File: src/rtl/radar_echo_target.sv
// Simulated radar target: tracks a moving range and answers each radar pulse edge
// with an echo after the round-trip delay for the range captured at that edge.
module radar_echo_target #(
    parameter int unsigned HALF_RT_M_PER_CYCLE = 7500,
    parameter int unsigned MAX_RANGE           = 150000,
    parameter int unsigned ECHO_WIDTH          = 2,
    parameter int unsigned GUARD_CYCLES        = 1
) (
    input  logic               CLK,
    input  logic               RST,
    input  logic               radar_pulse_trigger,
    input  logic               load_target,
    input  logic [31:0]        init_distance,
    input  logic signed [15:0] closing_speed,
    input  logic               target_enable,
    output logic               radar_echo,
    output logic               busy,
    output logic [31:0]        target_distance,
    output logic [15:0]        echo_count,
    output logic [15:0]        miss_count,
    output logic [1:0]         state
);

    typedef enum logic [1:0] {
        StIdle   = 2'd0,
        StFlight = 2'd1,
        StEcho   = 2'd2,
        StGuard  = 2'd3
    } state_e;

    state_e      state_q, state_d;
    logic [31:0] dist_q, dist_d;
    logic [31:0] range_q, range_d;
    logic [15:0] cnt_q, cnt_d;
    logic        echo_q, echo_d;
    logic [15:0] echo_cnt_q, echo_cnt_d;
    logic [15:0] miss_cnt_q, miss_cnt_d;
    // Set only once the trigger has been seen low, so a trigger held high through
    // reset release cannot fire an edge.
    logic        trig_low_q;
    logic        pulse_edge;
    logic signed [33:0] dist_diff;

    assign pulse_edge = radar_pulse_trigger & trig_low_q;
    assign dist_diff  = $signed({2'b00, dist_q}) - $signed({{18{closing_speed[15]}}, closing_speed});

    always_comb begin
        dist_d = dist_q;
        if (load_target) begin
            dist_d = init_distance;
        end else if (target_enable) begin
            if (dist_diff[33]) begin
                dist_d = 32'd0;
            end else if (dist_diff[32]) begin
                dist_d = 32'hFFFF_FFFF;
            end else begin
                dist_d = dist_diff[31:0];
            end
        end
    end

    always_comb begin
        state_d    = state_q;
        range_d    = range_q;
        cnt_d      = cnt_q;
        echo_d     = echo_q;
        echo_cnt_d = echo_cnt_q;
        miss_cnt_d = miss_cnt_q;
        unique case (state_q)
            StIdle: begin
                if (pulse_edge) begin
                    if (!target_enable || dist_q > 32'(MAX_RANGE)) begin
                        miss_cnt_d = miss_cnt_q + 16'd1;
                    end else begin
                        range_d = dist_q;
                        state_d = StFlight;
                    end
                end
            end
            StFlight: begin
                if (range_q <= 32'(HALF_RT_M_PER_CYCLE)) begin
                    state_d = StEcho;
                    echo_d  = 1'b1;
                    cnt_d   = 16'd0;
                end else begin
                    range_d = range_q - 32'(HALF_RT_M_PER_CYCLE);
                end
            end
            StEcho: begin
                if (cnt_q == 16'(ECHO_WIDTH - 1)) begin
                    echo_d     = 1'b0;
                    echo_cnt_d = echo_cnt_q + 16'd1;
                    state_d    = StGuard;
                    cnt_d      = 16'd0;
                end else begin
                    cnt_d = cnt_q + 16'd1;
                end
            end
            StGuard: begin
                if (cnt_q == 16'(GUARD_CYCLES - 1)) begin
                    state_d = StIdle;
                end else begin
                    cnt_d = cnt_q + 16'd1;
                end
            end
            default: state_d = StIdle;
        endcase
    end

    always_ff @(posedge CLK or negedge RST) begin
        if (!RST) begin
            state_q    <= StIdle;
            dist_q     <= 32'd0;
            range_q    <= 32'd0;
            cnt_q      <= 16'd0;
            echo_q     <= 1'b0;
            echo_cnt_q <= 16'd0;
            miss_cnt_q <= 16'd0;
            trig_low_q <= 1'b0;
        end else begin
            state_q    <= state_d;
            dist_q     <= dist_d;
            range_q    <= range_d;
            cnt_q      <= cnt_d;
            echo_q     <= echo_d;
            echo_cnt_q <= echo_cnt_d;
            miss_cnt_q <= miss_cnt_d;
            trig_low_q <= ~radar_pulse_trigger;
        end
    end

    assign radar_echo      = echo_q;
    assign busy            = (state_q != StIdle);
    assign target_distance = dist_q;
    assign echo_count      = echo_cnt_q;
    assign miss_count      = miss_cnt_q;
    assign state           = state_q;

endmodule

File: config.mk
export PLATFORM = sky130hd
export DESIGN_NAME = radar_echo_target
export DESIGN_NICKNAME = d
export VERILOG_FILES = /design/src/rtl/radar_echo_target.sv
export SDC_FILE = /design/constraint.sdc
export NUM_CORES = 1
export LEC_CHECK = 0
export CORE_AREA = 2 2 154 156
export CTS_CLUSTER_SIZE = 30
export DETAILED_ROUTE_END_ITERATION = 10
export DIE_AREA = 0 0 156 158
export GPL_ROUTABILITY_DRIVEN = 0
export GPL_TIMING_DRIVEN = 0
export PLACE_DENSITY = 0.58
export SETUP_SLACK_MARGIN = 0.4
export SYNTH_ARGS = -nofsm -noshare
export SYNTH_HDL_FRONTEND = slang
export SYNTH_SLANG_ARGS = --single-unit
File: constraint.sdc
create_clock -name CLK -period 5 [get_ports CLK]
set_clock_uncertainty 0.15 [all_clocks]
set_input_delay 0.5 -clock CLK [delete_from_list [all_inputs] [get_ports CLK]]
set_output_delay 0.5 -clock CLK [all_outputs]
set_load 0.01 [all_outputs]
=== Word-level counts from Yosys, hierarchy flattened ===
Index checks and enable logic that the tools add are counted.

* Register bits after elaboration: 116
* Input port bits: 53
* Output and inout bits: 68
* Word-level logic and storage cells: 64

* Add/subtract/negate cells: 5
* Magnitude comparators: 2
* Eq/ne operators: 11
* Mux-type cells: 21
* Bitwise logic cells: 2
* Reductions and logical operators: 15

{| class="wikitable"
|+ Operators by type and width
! kind !! count
|-
| 2-to-1 mux 32 bit || 7
|-
| one-hot mux 32 bit (2 select lines) || 1
|-
| adder 16 x 1 -> 16 bit, second input constant || 3
|-
| 2-to-1 mux 16 bit || 3
|-
| one-hot mux 16 bit (3 select lines) || 1
|-
| subtractor 33 x 16 -> 34 bit || 1
|-
| > comparator 32 x 18 -> 1 bit, second input constant || 1
|-
| <= comparator 32 x 13 -> 1 bit, second input constant || 1
|-
| subtractor 32 x 13 -> 32 bit, second input constant || 1
|-
| equality test 16 x 1 -> 1 bit, second input constant || 1
|-
| zero test 16 bit || 1
|-
| inequality test 2 bit, second input constant || 7
|-
| 2-to-1 mux 2 bit || 5
|-
| AND reduction 3 bit || 3
|-
| one-hot mux 2 bit (4 select lines) || 1
|-
| nonzero test 2 bit || 4
|-
| AND reduction 5 bit || 1
|-
| equality test 2 bit, second input constant || 2
|-
| AND reduction 4 bit || 1
|-
| nonzero test 3 bit || 1
|-
| equality test 2 x 1 -> 1 bit, second input constant || 1
|-
| zero test 2 bit || 1
|-
| 2-to-1 mux 1 bit || 2
|-
| one-hot mux 1 bit (2 select lines) || 1
|-
| other kinds (5) || 5
|}

=== Depth between registers and ports, before layout ===
* Depth in word-level cells: 5
* Mapped depth: 13
* Mapped depth without buffers: 12

=== Worst setup path after synthesis ===
No wires, ideal clock.

* Path type: input to register
* Start point: input closing_speed[15]
* End point: register dist_q[1], in the netlist target_distance[1]
* Setup time: 0.116 ns
* Arrival: 3.111 ns
* Data required time: 4.734 ns
* Setup slack: 1.624 ns
* Cell stages on the path: 12
* Buffers on the path: 2
* Cell sequence: inv_1 ha_1 clkbuf_1 a21oi_1 o21ai_0 or2_2 o21ai_0 o221ai_1 xnor2_1 clkbuf_1 o211ai_1 o311ai_0

* Longest elaborated chain between the ends: 5

{| class="wikitable"
|+ RTL lines
! element !! line !! RTL
|-
| from (decl) || 14 || <nowiki>input logic signed [15:0] closing_speed,</nowiki>
|-
| subtractor 33 x 16 -> 34 bit (*) || 45 || <nowiki>assign dist_diff = $signed({2'b00, dist_q}) - $signed({{18{closing_speed[15]}}, closing_speed});</nowiki>
|-
| 2-to-1 mux 32 bit || 54 || <nowiki>end else if (dist_diff[32]) begin</nowiki>
|-
| 2-to-1 mux 32 bit (*) || 52 || <nowiki>if (dist_diff[33]) begin</nowiki>
|-
| 2-to-1 mux 32 bit (*) || 51 || <nowiki>end else if (target_enable) begin</nowiki>
|-
| 2-to-1 mux 32 bit (*) || 49 || <nowiki>if (load_target) begin</nowiki>
|-
| to (signal assigned) || 122 || <nowiki>dist_q <= dist_d;</nowiki>
|-
| to (decl) || 32 || <nowiki>logic [31:0] dist_q, dist_d;</nowiki>
|}

Mark *: on every way between the ends. The rest lies on a longest branch, timed or not. The select of a mux whose other input is x is not followed.
A chain may end at the register's enable or synchronous reset.

=== Final worst setup path ===
* Start point: input closing_speed[15]
* End point: register dist_q[26], in the netlist target_distance[26]

Same word-level chain as after synthesis.

==> impl_metrics.py <==
metrics = {
    "synth": {
        "synth_nets": 1049,
        "synthFlopType": "dfrtp_1",
        "yosysSeqAreaShare_pct": 36.8,
        "async_reset_ff_share_pct": 100,
        "syn-cell-area_um2": 7890,
        "synthCells": 952,
        "synth_warnings": 0,
        "synth-seq-cells": 116,
        "synth.distinct_cells": 66,
        "syn_avg_cell_area_um2": 8.29,
        "synth_edf_count": 0,
    },
    "route": {
        "postRouteAntennaNets": 0,
        "wl_mm": 23.7,
        "drt-initial-drc-count": 435,
        "num_vias": 7563,
        "m1WireLength_mm": 10.8,
        "wl_per_cell_um": 17.0,
        "dr_wl_met3_mm": 1.01,
        "top_layer": "met4",
        "dr.pass1.iters": 5,
        "wl_met2_mm": 11.4,
        "drc": 0,
        "vias_per_cell": 5.42,
    },
    "sta": {
        "slew_viol_final": 0,
        "setup_viol": 0,
        "rsz0062_at_grt": "true",
        "hold_viol": 0,
        "worst_pin_slew_ps": 746,
        "hold_slack_ps": 322,
        "relSlewSlack_pct": 49.9,
        "fin_crit_ps": 4510,
        "clock.fmax_mhz": 222,
        "finalCritPeriodShare_pct": 90.3,
    },
    "cells_and_area": {
        "layout.cells.most_common": "clkdlybuf4s50_1",
        "area_growth_pct": 28.5,
        "fin_nets": 1189,
        "final_cell_mix": "clkdlybuf4s50_1 (118), dfrtp_1 (116), a21oi_1 (107)",
        "drive_gt1_share_pct": 4.71,
        "n_antenna_cell": 0,
    },
    "cts": {
        "cts_sinks": 116,
        "postCtsResizedCells": 0,
        "cts_tree": "yes",
        "clockBufferDepth": 2,
        "htreeDepth": 4,
        "worstSkewPairLatency_ps": 430,
        "cts_setup_buffers": 0,
        "cts_root_buf": "clkbuf_16",
        "cts.clk_slew.worst_paths_ps": 60,
        "cts_buffers": 17,
    },
    "global_route": {
        "groute.usage.overall_pct": 19.7,
        "grt_start_max_net_pins": 63,
        "grt_first_pass_wirelength_mm": 38.5,
        "grt.overflow.total": 0,
        "antenna_found_initial": 0,
        "grt_pass1_vias": 7512,
    },
    "power": {
        "vdd_drop_max_mv": 0.179,
        "power_density_nw_per_um2": 479,
        "p_leak_uw": 0.00417,
        "p_total_uw": 4850,
    },
    "setup_path": {
        "critPathBufInv": 4,
        "slowest_stage": "inv_1",
        "cp-end-kind": "flop",
        "slowest_delay_ps": 580,
        "worstRegToRegCells": 13,
        "path_common_cell": "o21ai_0",
        "required_ps": 5190,
        "path_cells": "clkdlybuf4s50_1 > inv_1 > ha_1 > clkbuf_1 > a21oi_1 > o21ai_0 > or2_2 > o21ai_0 > o221ai_1 > xnor2_1 > clkbuf_1 > nor2_1 > o21ai_0",
        "path_delay_family": "buffers and inverters",
        "worst-path-stages": 13,
        "crit_fanout": 19,
        "critical_path_class": "input pin to flop",
        "critical_path.startpoint_type": "input pin",
        "worstPathArrival_ps": 4700,
    },
    "hold_path": {
        "hp-class": "flop to flop",
        "whs_path_depth": 1,
    },
    "floorplanning": {
        "die_area_um2": 24600,
        "io_pins": 121,
        "core_area_um2": 23100,
        "rows": 56,
        "fp.dieW_um": 156,
        "start_util_pct": 34.2,
        "dieHeight_um": 158,
    },
    "job": {
        "drv_cap": 0,
    },
    "placement": {
        "post-dp-hpwl_mm": 17.7,
        "buffer_ports.inserted": 119,
    },
    "outcome": {
        "outcome": "finished clean",
    },
}
-- cell usage after synthesis, types with 3 or more instances --
cell type	number	area [um2]
nand2_1	85	319
xnor2_1	42	368
or2_2	5	31.3
and4_1	3	26.3
dfrtp_1	116	2900
a22oi_1	3	22.5
a31oi_1	7	43.8
ha_1	43	538
and3_1	12	75.1
or3_1	15	93.8
nor3b_1	29	218
nor2b_1	7	43.8
inv_1	44	165
nor4_1	13	81.3
o22a_1	4	35.0
nand3_1	25	125
o31ai_1	6	45.0
and2_1	3	18.8
xor2_1	22	193
a21o_1	10	75.1
nand2b_1	5	31.3
a21oi_1	107	536
mux2_2	4	45.0
o22ai_1	4	25.0
a21boi_0	4	30.0
o31a_1	3	26.3
nand4_1	17	106
o211ai_1	7	52.6
o21ai_0	94	470
o21bai_1	5	37.5
clkbuf_1	37	139
nand4b_1	3	26.3
nor3_1	23	115
o21a_1	10	75.1
nand3b_1	3	22.5
a211oi_1	4	30.0
nor2_1	88	330
mux2i_1	3	30.0
-- per-stage QoR --
step	cells	area [um2]	util [%]	setup slack [ps]	TNS, ps
2_1_floorplan	952	7890	-	1620	0
3_3_place_gp	1361	9440	41.0	-1710	-196790
3_5_place_dp	1362	9470	41.1	142	0
4_1_cts	1395	10100	44.0	586	0
5_1_grt	1395	10100	44.0	284	0
6_report	1395	10100	44.0	486	0
-- final timing paths --
kind,startpoint,end,slack (ps)
min in group asynchronous,RST,state[0]$_DFFE_PN0P_,480
max reg2reg,target_distance[0]$_DFFE_PN0P_,target_distance[26]$_DFFE_PN0P_,830
min reg2reg,echo_count[15]$_DFFE_PN0P_,echo_count[15]$_DFFE_PN0P_,320
max,closing_speed[15],target_distance[26]$_DFFE_PN0P_,490
max in group asynchronous,RST,target_distance[29]$_DFFE_PN0P_,3520
min,echo_count[15]$_DFFE_PN0P_,echo_count[15]$_DFFE_PN0P_,320
-- flip-flops by register name (all words and copies together), names as in the netlist --
register / cells
range_q: 32
target_distance: 32
cnt_q: 16
echo_count: 16
miss_count: 16
state: 2
radar_echo: 1
trig_low_q: 1
-- cells by family after synthesis --
kind of cell / Yosys count / share of synthesized area (%)
simple gates: 347 / 22.5
compound gates: 289 / 21.5
flops: 116 / 36.8
buf+inv: 85 / 4.06
xor+xnor: 64 / 7.11
fa+ha+maj: 44 / 7.07
mux: 7 / 0.952
-- report_power, final --
part	switching, uW	total [uW]	internal, uW
registers	281	1430	1140
clock network	494	1380	891
logic	1200	2040	842
total	1970	4850	2880
-- routing by layer --
layer / GRT usage [%] / vias to the layer above
met5: 0 / -
met4: 6.42 / 0
met3: 3.31 / 36
met2: 34.0 / 196
met1: 25.2 / 3610
li1: - / 3721
-- area by class of cell --
cell class | instances | area, um2
Buffer | 40 | 151
Clock buffer | 18 | 429
Clock inverter | 14 | 225
Fill cell | 2312 | 12900
Inverter | 45 | 169
Multi-Input combinational cell | 751 | 4660
Sequential cell | 116 | 2900
Tap cell | 290 | 363
Timing Repair Buffer | 121 | 1230
-- what timing repair did --
| action | CTS | global route |
|---|---|---|
| hold buffers | 1 | 0 |
| setup endpoints to repair | 0 | 20 |
| endpoints found under the hold margin | 54 | 0 |
No activity file was read; power rests on OpenSTA's default activity.
